[config.mk]
export PLATFORM = sky130hd
export DESIGN_NAME = shift_exec_stage_flat
export DESIGN_NICKNAME = d
export VERILOG_FILES = /design/src/rtl/shift_exec_stage_if.sv /design/src/rtl/shift_exec_stage.sv /design/src/flat_wrapper.sv
export SDC_FILE = /design/constraint.sdc
export NUM_CORES = 1
export LEC_CHECK = 0
export ABC_AREA = 1
export BUFFER_PORTS_ARGS = -buffer_cell sky130_fd_sc_hd__buf_2
export CORE_ASPECT_RATIO = 1.75
export CORE_MARGIN = 2
export CORE_UTILIZATION = 36
export CTS_CLUSTER_DIAMETER = 60
export DETAILED_ROUTE_END_ITERATION = 10
export PLACE_DENSITY = 0.63
export REMOVE_ABC_BUFFERS = 1
export SETUP_SLACK_MARGIN = 0.4
export SYNTH_ARGS = -nofsm -noshare
export SYNTH_HDL_FRONTEND = slang
export SYNTH_SLANG_ARGS = --single-unit
[constraint.sdc]
create_clock -name clk -period 8.7 [get_ports clk]
set_clock_uncertainty 0.05 [all_clocks]
set_input_delay 0 -clock clk [delete_from_list [all_inputs] [get_ports clk]]
set_output_delay 0 -clock clk [all_outputs]
set_load 0.01 [all_outputs]
[src/rtl/shift_exec_stage_if.sv]
// Valid/ready bundle between issue, the shift execute stage and writeback.
// out_carry is present only when SHIFT_EXEC_CARRY_EN is defined.
interface shift_exec_stage_if #(
  parameter int TAGW = 5
);
  logic            in_valid;
  logic            in_ready;
  logic [1:0]      in_op;
  logic [31:0]     in_data;
  logic [4:0]      in_amt;
  logic [TAGW-1:0] in_tag;
  logic            out_valid;
  logic            out_ready;
  logic [31:0]     out_data;
  logic [TAGW-1:0] out_tag;
  logic            out_zero;
  logic            out_neg;
`ifdef SHIFT_EXEC_CARRY_EN
  logic            out_carry;
`endif

  modport master (
    output in_valid, in_op, in_data, in_amt, in_tag, out_ready,
    input  in_ready, out_valid, out_data, out_tag, out_zero, out_neg
`ifdef SHIFT_EXEC_CARRY_EN
    , input out_carry
`endif
  );

  modport slave (
    input  in_valid, in_op, in_data, in_amt, in_tag, out_ready,
    output in_ready, out_valid, out_data, out_tag, out_zero, out_neg
`ifdef SHIFT_EXEC_CARRY_EN
    , output out_carry
`endif
  );
endinterface

[src/rtl/shift_exec_stage.sv]
// Two-stage pipelined shift execute stage (SLL/SRL/SRA/ROR) with valid/ready on both sides.
// Define SHIFT_EXEC_CARRY_EN to add out_carry, the last bit shifted out.
module shift_exec_stage #(
  parameter int W    = 32,
  parameter int TAGW = 5
) (
  input logic               clk,
  input logic               rst,
  input logic               flush,
  shift_exec_stage_if.slave bus
);

  typedef enum logic [1:0] {
    OP_SLL = 2'b00,
    OP_SRL = 2'b01,
    OP_SRA = 2'b10,
    OP_ROR = 2'b11
  } shift_op_e;

  logic            s1_valid_q, s1_valid_d;
  shift_op_e       s1_op_q;
  logic [W-1:0]    s1_data_q;
  logic [4:0]      s1_amt_q;
  logic [TAGW-1:0] s1_tag_q;

  logic            s2_valid_q, s2_valid_d;
  logic [W-1:0]    s2_data_q;
  logic [TAGW-1:0] s2_tag_q;
  logic            s2_zero_q;
  logic            s2_neg_q;

  logic            s2_adv, s1_adv, in_fire;
  logic            s1_load, s2_load;
  logic [W-1:0]    result;
  logic [5:0]      rot_left;

  assign s2_adv  = ~s2_valid_q | bus.out_ready;
  assign s1_adv  = s1_valid_q & s2_adv;
  assign in_fire = bus.in_valid & bus.in_ready;
  assign s1_load = in_fire & ~flush;
  assign s2_load = s1_adv & ~flush;

  assign rot_left = 6'(W) - {1'b0, s1_amt_q};

  always_comb begin
    result = s1_data_q;
    case (s1_op_q)
      OP_SLL: result = s1_data_q << s1_amt_q;
      OP_SRL: result = s1_data_q >> s1_amt_q;
      OP_SRA: result = $signed(s1_data_q) >>> s1_amt_q;
      OP_ROR: result = (s1_data_q >> s1_amt_q) | (s1_data_q << rot_left);
      default: result = s1_data_q;
    endcase
  end

  // Flush outranks an incoming op; a new op always outranks S1 draining into S2.
  always_comb begin
    s1_valid_d = s1_valid_q;
    s2_valid_d = s2_valid_q;
    if (flush) begin
      s1_valid_d = 1'b0;
      s2_valid_d = 1'b0;
    end else begin
      if (in_fire) begin
        s1_valid_d = 1'b1;
      end else if (s1_adv) begin
        s1_valid_d = 1'b0;
      end
      if (s1_adv) begin
        s2_valid_d = 1'b1;
      end else if (bus.out_ready) begin
        s2_valid_d = 1'b0;
      end
    end
  end

  always_ff @(posedge clk) begin
    if (rst) begin
      s1_valid_q <= 1'b0;
      s2_valid_q <= 1'b0;
    end else begin
      s1_valid_q <= s1_valid_d;
      s2_valid_q <= s2_valid_d;
    end
  end

  always_ff @(posedge clk) begin
    if (rst) begin
      s1_op_q   <= OP_SLL;
      s1_data_q <= '0;
      s1_amt_q  <= '0;
      s1_tag_q  <= '0;
    end else if (s1_load) begin
      s1_op_q   <= shift_op_e'(bus.in_op);
      s1_data_q <= bus.in_data;
      s1_amt_q  <= bus.in_amt;
      s1_tag_q  <= bus.in_tag;
    end
  end

  always_ff @(posedge clk) begin
    if (rst) begin
      s2_data_q <= '0;
      s2_tag_q  <= '0;
      s2_zero_q <= 1'b0;
      s2_neg_q  <= 1'b0;
    end else if (s2_load) begin
      s2_data_q <= result;
      s2_tag_q  <= s1_tag_q;
      s2_zero_q <= (result == '0);
      s2_neg_q  <= result[W-1];
    end
  end

`ifdef SHIFT_EXEC_CARRY_EN
  logic [4:0] sll_idx, right_idx;
  logic       carry;
  logic       s2_carry_q;

  // Index arithmetic wraps mod 32, so only n = 0 needs the explicit zero.
  assign sll_idx   = 5'd0 - s1_amt_q;
  assign right_idx = s1_amt_q - 5'd1;

  always_comb begin
    carry = 1'b0;
    if (s1_amt_q != 5'd0) begin
      if (s1_op_q == OP_SLL) begin
        carry = s1_data_q[sll_idx];
      end else begin
        carry = s1_data_q[right_idx];
      end
    end
  end

  always_ff @(posedge clk) begin
    if (rst) begin
      s2_carry_q <= 1'b0;
    end else if (s2_load) begin
      s2_carry_q <= carry;
    end
  end

  assign bus.out_carry = s2_carry_q;
`endif

  assign bus.in_ready  = ~s1_valid_q | s2_adv;
  assign bus.out_valid = s2_valid_q;
  assign bus.out_data  = s2_data_q;
  assign bus.out_tag   = s2_tag_q;
  assign bus.out_zero  = s2_zero_q;
  assign bus.out_neg   = s2_neg_q;

endmodule
[src/flat_wrapper.sv]
// flat-port wrapper written by rule: the top's interface ports become plain ports
module shift_exec_stage_flat 
#(
  parameter int W    = 32,
  parameter int TAGW = 5
)
  (clk, rst, flush, bus_in_valid, bus_in_op, bus_in_data, bus_in_amt, bus_in_tag, bus_out_ready, bus_in_ready, bus_out_valid, bus_out_data, bus_out_tag, bus_out_zero, bus_out_neg);
  shift_exec_stage_if #(.TAGW(TAGW)) bus_i ();
  input logic clk;
  input logic rst;
  input logic flush;
  input wire logic [$bits(bus_i.in_valid)-1:0] bus_in_valid;
  input wire logic [$bits(bus_i.in_op)-1:0] bus_in_op;
  input wire logic [$bits(bus_i.in_data)-1:0] bus_in_data;
  input wire logic [$bits(bus_i.in_amt)-1:0] bus_in_amt;
  input wire logic [$bits(bus_i.in_tag)-1:0] bus_in_tag;
  input wire logic [$bits(bus_i.out_ready)-1:0] bus_out_ready;
  output wire logic [$bits(bus_i.in_ready)-1:0] bus_in_ready;
  output wire logic [$bits(bus_i.out_valid)-1:0] bus_out_valid;
  output wire logic [$bits(bus_i.out_data)-1:0] bus_out_data;
  output wire logic [$bits(bus_i.out_tag)-1:0] bus_out_tag;
  output wire logic [$bits(bus_i.out_zero)-1:0] bus_out_zero;
  output wire logic [$bits(bus_i.out_neg)-1:0] bus_out_neg;
  assign bus_i.in_valid = bus_in_valid;
  assign bus_i.in_op = bus_in_op;
  assign bus_i.in_data = bus_in_data;
  assign bus_i.in_amt = bus_in_amt;
  assign bus_i.in_tag = bus_in_tag;
  assign bus_i.out_ready = bus_out_ready;
  assign bus_in_ready = bus_i.in_ready;
  assign bus_out_valid = bus_i.out_valid;
  assign bus_out_data = bus_i.out_data;
  assign bus_out_tag = bus_i.out_tag;
  assign bus_out_zero = bus_i.out_zero;
  assign bus_out_neg = bus_i.out_neg;
  shift_exec_stage #(.W(W), .TAGW(TAGW)) u_core (.clk(clk), .rst(rst), .flush(flush), .bus(bus_i));
endmodule
==> results summary <==
The core region area is 0.0227 mm2. IR analysis of the VDD net gives a maximum drop of 115 uV. The worst-case setup slack after placement is 4.89 ns. The post-synthesis register bit count is 84. Based on the critical path, the design can be clocked at up to 246 MHz.

After detailed routing, the average wire length per cell comes to 21.8 um. By count the netlist is led by sky130_fd_sc_hd__nand3_1 (463), sky130_fd_sc_hd__nand2_1 (459), sky130_fd_sc_hd__nor2_1 (180), sky130_fd_sc_hd__dfxtp_1 (84), sky130_fd_sc_hd__o21ai_0 (78). The endpoint arrival time on the critical path is 4.34 ns. The maximum clock insertion buffer count is 2. The number of routed nets with antenna violations came out at 0. The root buffer cell chosen for the clock tree is sky130_fd_sc_hd__clkbuf_16.

The total global routing track utilization came out at 34.8%. The total of endpoints with negative setup slack in the final report came out at 0. The layout-stage area growth over the synthesis result is 15.6%. The CTS buffer count is 9. The shortest clock period the worst path allows after layout is 4.07 ns. The number of gates resized after CTS was 0.

The required time of the worst setup path came out at 8.97 ns. The final hold violation count came out at 0. In this run the core area contains 73 standard-cell rows. Counting flops with an async set or reset pin after synthesis yields a share of 0%. The final estimated routing congestion in global placement came out at 1.09.

Of the synthesized area, sequential elements account for 20.2%. During placement, the flow inserted port buffers numbering 89. The number of filler instances in the final layout is 2542. The count of maximum capacitance violations came out at 0. The worst hold path belongs to the class primary input to register. The vias after detailed routing came out at 11444. The normalized max-slew margin is 22.5%.

The final instance count without filler cells is 1934. The clock tree from TritonCTS is built. The post-synthesis instance total came out at 1568. The routed design has 42.1 mm of wire. The post-synthesis cell type count is 32. The fraction of final layout cells with drive strength greater than 1 came out at 9.18%. The via count normalized by instance count came out at 5.92. The via count of the first global-routing pass came out at 10750.

The final worst setup slack is 4.63 ns. The detailed router finished its first iteration with 1747 violations. The worst setup path is launched from a register. The synthesized netlist occupies a cell area of 0.00834 mm2.

The die boundary width came out at 119 um. In the synthesized netlist the dominant register cell turns out to be sky130_fd_sc_hd__dfxtp_1. The sum of net half-perimeters after detailed placement is 30.3 mm. Each instance of the synthesized netlist takes up on average 5.32 um2. The slowest stage of the critical path is the sky130_fd_sc_hd__inv_1 cell. The number of pins exceeding their max-slew limit in the final report came out at 0.

The initial antenna violation count came out at 0. The area share of the largest cell type after synthesis is 27.8%. The power density over the cells is 162 mW/mm2. The total number of yosys warnings is 0. The static leakage power came out at 4.89 nW. The first-pass GRT wire length came out at 63.9 mm. Walking the worst path, the cells encountered are buf_4 > inv_2 > buf_4 > ha_1 > inv_1 > nand3_1 > nand2_1 > nand2_1 > nand3_1 > nand2_1 > nand2_1 > nand2_1 > nand2_1 > nand2_1 > nor2_1 > nand2_1 > nor2_1 > nand2_1 > nor2_1 > nand2_1 > a21oi_1. Yosys instantiated no cell more often than sky130_fd_sc_hd__nand3_1. In the finished design, the share of the clock period the worst path needs comes to 46.8%. The tree built by TritonCTS fans out to 84 sinks. The synthesized design contains 0 enable-type register cells. The critical path is of the register to register type.

STA classifies the critical path endpoint as a register. The remaining design rule violation count is 0. Clock-pin slew was measured on the worst setup and hold paths at 0.07 ns. After the last flow step, the layout net total stands at 1679.

By area the synthesized netlist is led by sky130_fd_sc_hd__nand3_1 (28%), sky130_fd_sc_hd__nand2_1 (21%), sky130_fd_sc_hd__dfxtp_1 (20%), sky130_fd_sc_hd__nor2_1 (8.1%), sky130_fd_sc_hd__o21ai_0 (4.7%). The buffers plus inverters on the worst setup path is 4. The die is 205 um tall. At the later pin of the worst-skew pair, clock insertion delay measures 0.39 ns. The first-pass iteration count of the detailed router came out at 10. The starting density of the core came out at 36.7%. The transition time at the pin with the least slew margin is 1.16 ns. The peak fanout along the critical path came out at 40. The number of antenna diodes came out at 0. The kind of cell adding the most delay to the critical path is simple AND/OR/NAND/NOR gates. The die area is 0.0244 mm2. Setup repair after global routing left no endpoint under its margin. The stage delay of the slowest cell on the critical path came out at 0.75 ns. The number of H-tree branching levels is 3. The largest net degree at the start of global routing is 66.

The number of cells in the design after placement is 1869. During I/O placement, the number of pins put on the boundary was 90. The flow ran to the end, and the final reports show no timing, DRC or antenna violations.

The remaining global-route overflow is 0. The share of the core filled with cells in the final layout came out at 42.4%. Adding up every negative setup slack in the final design gives 0 ns.

Of all cell types, the one taking the most synthesized area is sky130_fd_sc_hd__nand3_1. The most numerous cell type found on the critical path is sky130_fd_sc_hd__nand2_1.
[worst register-to-register path, stage by stage, from the launching register on]
cell	delay, ns
sky130_fd_sc_hd__dfxtp_1	0.30
sky130_fd_sc_hd__buf_4	0.33
sky130_fd_sc_hd__inv_2	0.06
sky130_fd_sc_hd__buf_4	0.27
sky130_fd_sc_hd__ha_1	0.38
sky130_fd_sc_hd__inv_1	0.75
sky130_fd_sc_hd__nand3_1	0.27
sky130_fd_sc_hd__nand2_1	0.12
sky130_fd_sc_hd__nand2_1	0.05
sky130_fd_sc_hd__nand3_1	0.10
sky130_fd_sc_hd__nand2_1	0.19
sky130_fd_sc_hd__nand2_1	0.19
sky130_fd_sc_hd__nand2_1	0.07
sky130_fd_sc_hd__nand2_1	0.06
sky130_fd_sc_hd__nand2_1	0.05
sky130_fd_sc_hd__nor2_1	0.26
sky130_fd_sc_hd__nand2_1	0.09
sky130_fd_sc_hd__nor2_1	0.11
sky130_fd_sc_hd__nand2_1	0.06
sky130_fd_sc_hd__nor2_1	0.10
sky130_fd_sc_hd__nand2_1	0.06
sky130_fd_sc_hd__a21oi_1	0.11
[where the power goes]
part           switching, mW  internal [mW]  total [mW]
clock                  0.185          0.256       0.441
sequential            0.0214          0.405       0.426
combinational          0.503          0.196       0.699
[final cells by class]
| class | count | area, um2 | area share [%] |
|---|---|---|---|
| clock buffers | 9 | 225 | 2.34 |
| clock inverters | 7 | 103 | 1.06 |
| inverters | 69 | 259 | 2.69 |
| multi-input cells | 1308 | 5920 | 61.4 |
| flip-flops and latches | 84 | 1690 | 17.5 |
| well taps | 300 | 375 | 3.89 |
| repair buffers | 157 | 1080 | 11.2 |
[flip-flops by register name, summed over array words and instances, names as in the netlist]
register              cells
u_core.bus.out_data      32
u_core.s1_amt_q           5
u_core.s1_data_q         32
u_core.s1_tag_q           5
u_core.bus.out_valid      1
u_core.bus.out_zero       1
u_core.s1_valid_q         1
u_core.bus.out_tag        5
u_core.s1_op_q            2
[metrics by stage]
stage               cell area [um2]  hold WS, ns  total power, mW
finish                         9640       0.0370             1.57
global route                   9640        0.107             1.65
CTS                            9640       0.0239             1.56
detailed placement             8820        0.207             1.09
global placement               8820        0.201             1.09
floorplan                      7850       0.0191            0.847
[cells by family after synthesis]
logic type | count (synthesis) | synth area share, %
buffers and inverters | 176 | 8.99
adders and majority gates | 1 | 0.150
and+or+nand+nor | 1137 | 59.2
AOI/OAI and AO/OA | 168 | 11.3
DFF | 84 | 20.2
muxes | 2 | 0.270
[repair_timing]
| action | 4_1_cts | 5_1_grt |
|---|---|---|
| endpoints found under the setup margin | 0 | 0 |
| hold endpoints to repair | 50 | 0 |
| setup buffers | 0 | 0 |
| hold buffers | 49 | 0 |
[placed cells by master (no fill, tap or decap), drive strengths merged]
master and n:
o21a 2, dlygate4sd3 49, or2 6, nand4 14
o21ai 87, nor2 182, a21oi 40, bufinv 2
and2 5, a31oi 4, a22oi 1, ha 1
clkinv 5, nand3b 1, o211ai 32, clkbuf 9
nand3 463, o31ai 1, dfxtp 84, mux2 2
a21o 1, nor3 4, buf 108, inv 69
nand2 462
[worst paths after layout]
| kind | endpoint | startpoint | slack (ns) | cells past startpoint |
|---|---|---|---|---|
| max | u_core.bus.out_zero | u_core.s1_amt_q[0] | 4.63 | 21 |
| min | u_core.bus.out_tag[4] | bus_out_ready | 0.04 | 5 |
| max reg2reg | u_core.bus.out_zero | u_core.s1_amt_q[0] | 4.63 | 21 |
| min reg2reg | u_core.bus.out_tag[0] | u_core.s1_tag_q[0] | 0.44 | 2 |
[metal layers]
| layer | vias to the layer above | wire, um | share of wire, % | track usage (%) |
|---|---|---|---|---|
| met5 | - | 0 | 0 | 0 |
| met4 | 0 | 3750 | 8.9 | 26.7 |
| met3 | 190 | 2980 | 7.1 | 4.74 |
| met2 | 636 | 20500 | 49 | 60.4 |
| met1 | 5224 | 14900 | 35 | 38.0 |
| li1 | 5394 | - | - | - |
No activity file was read; power rests on OpenSTA's default activity.
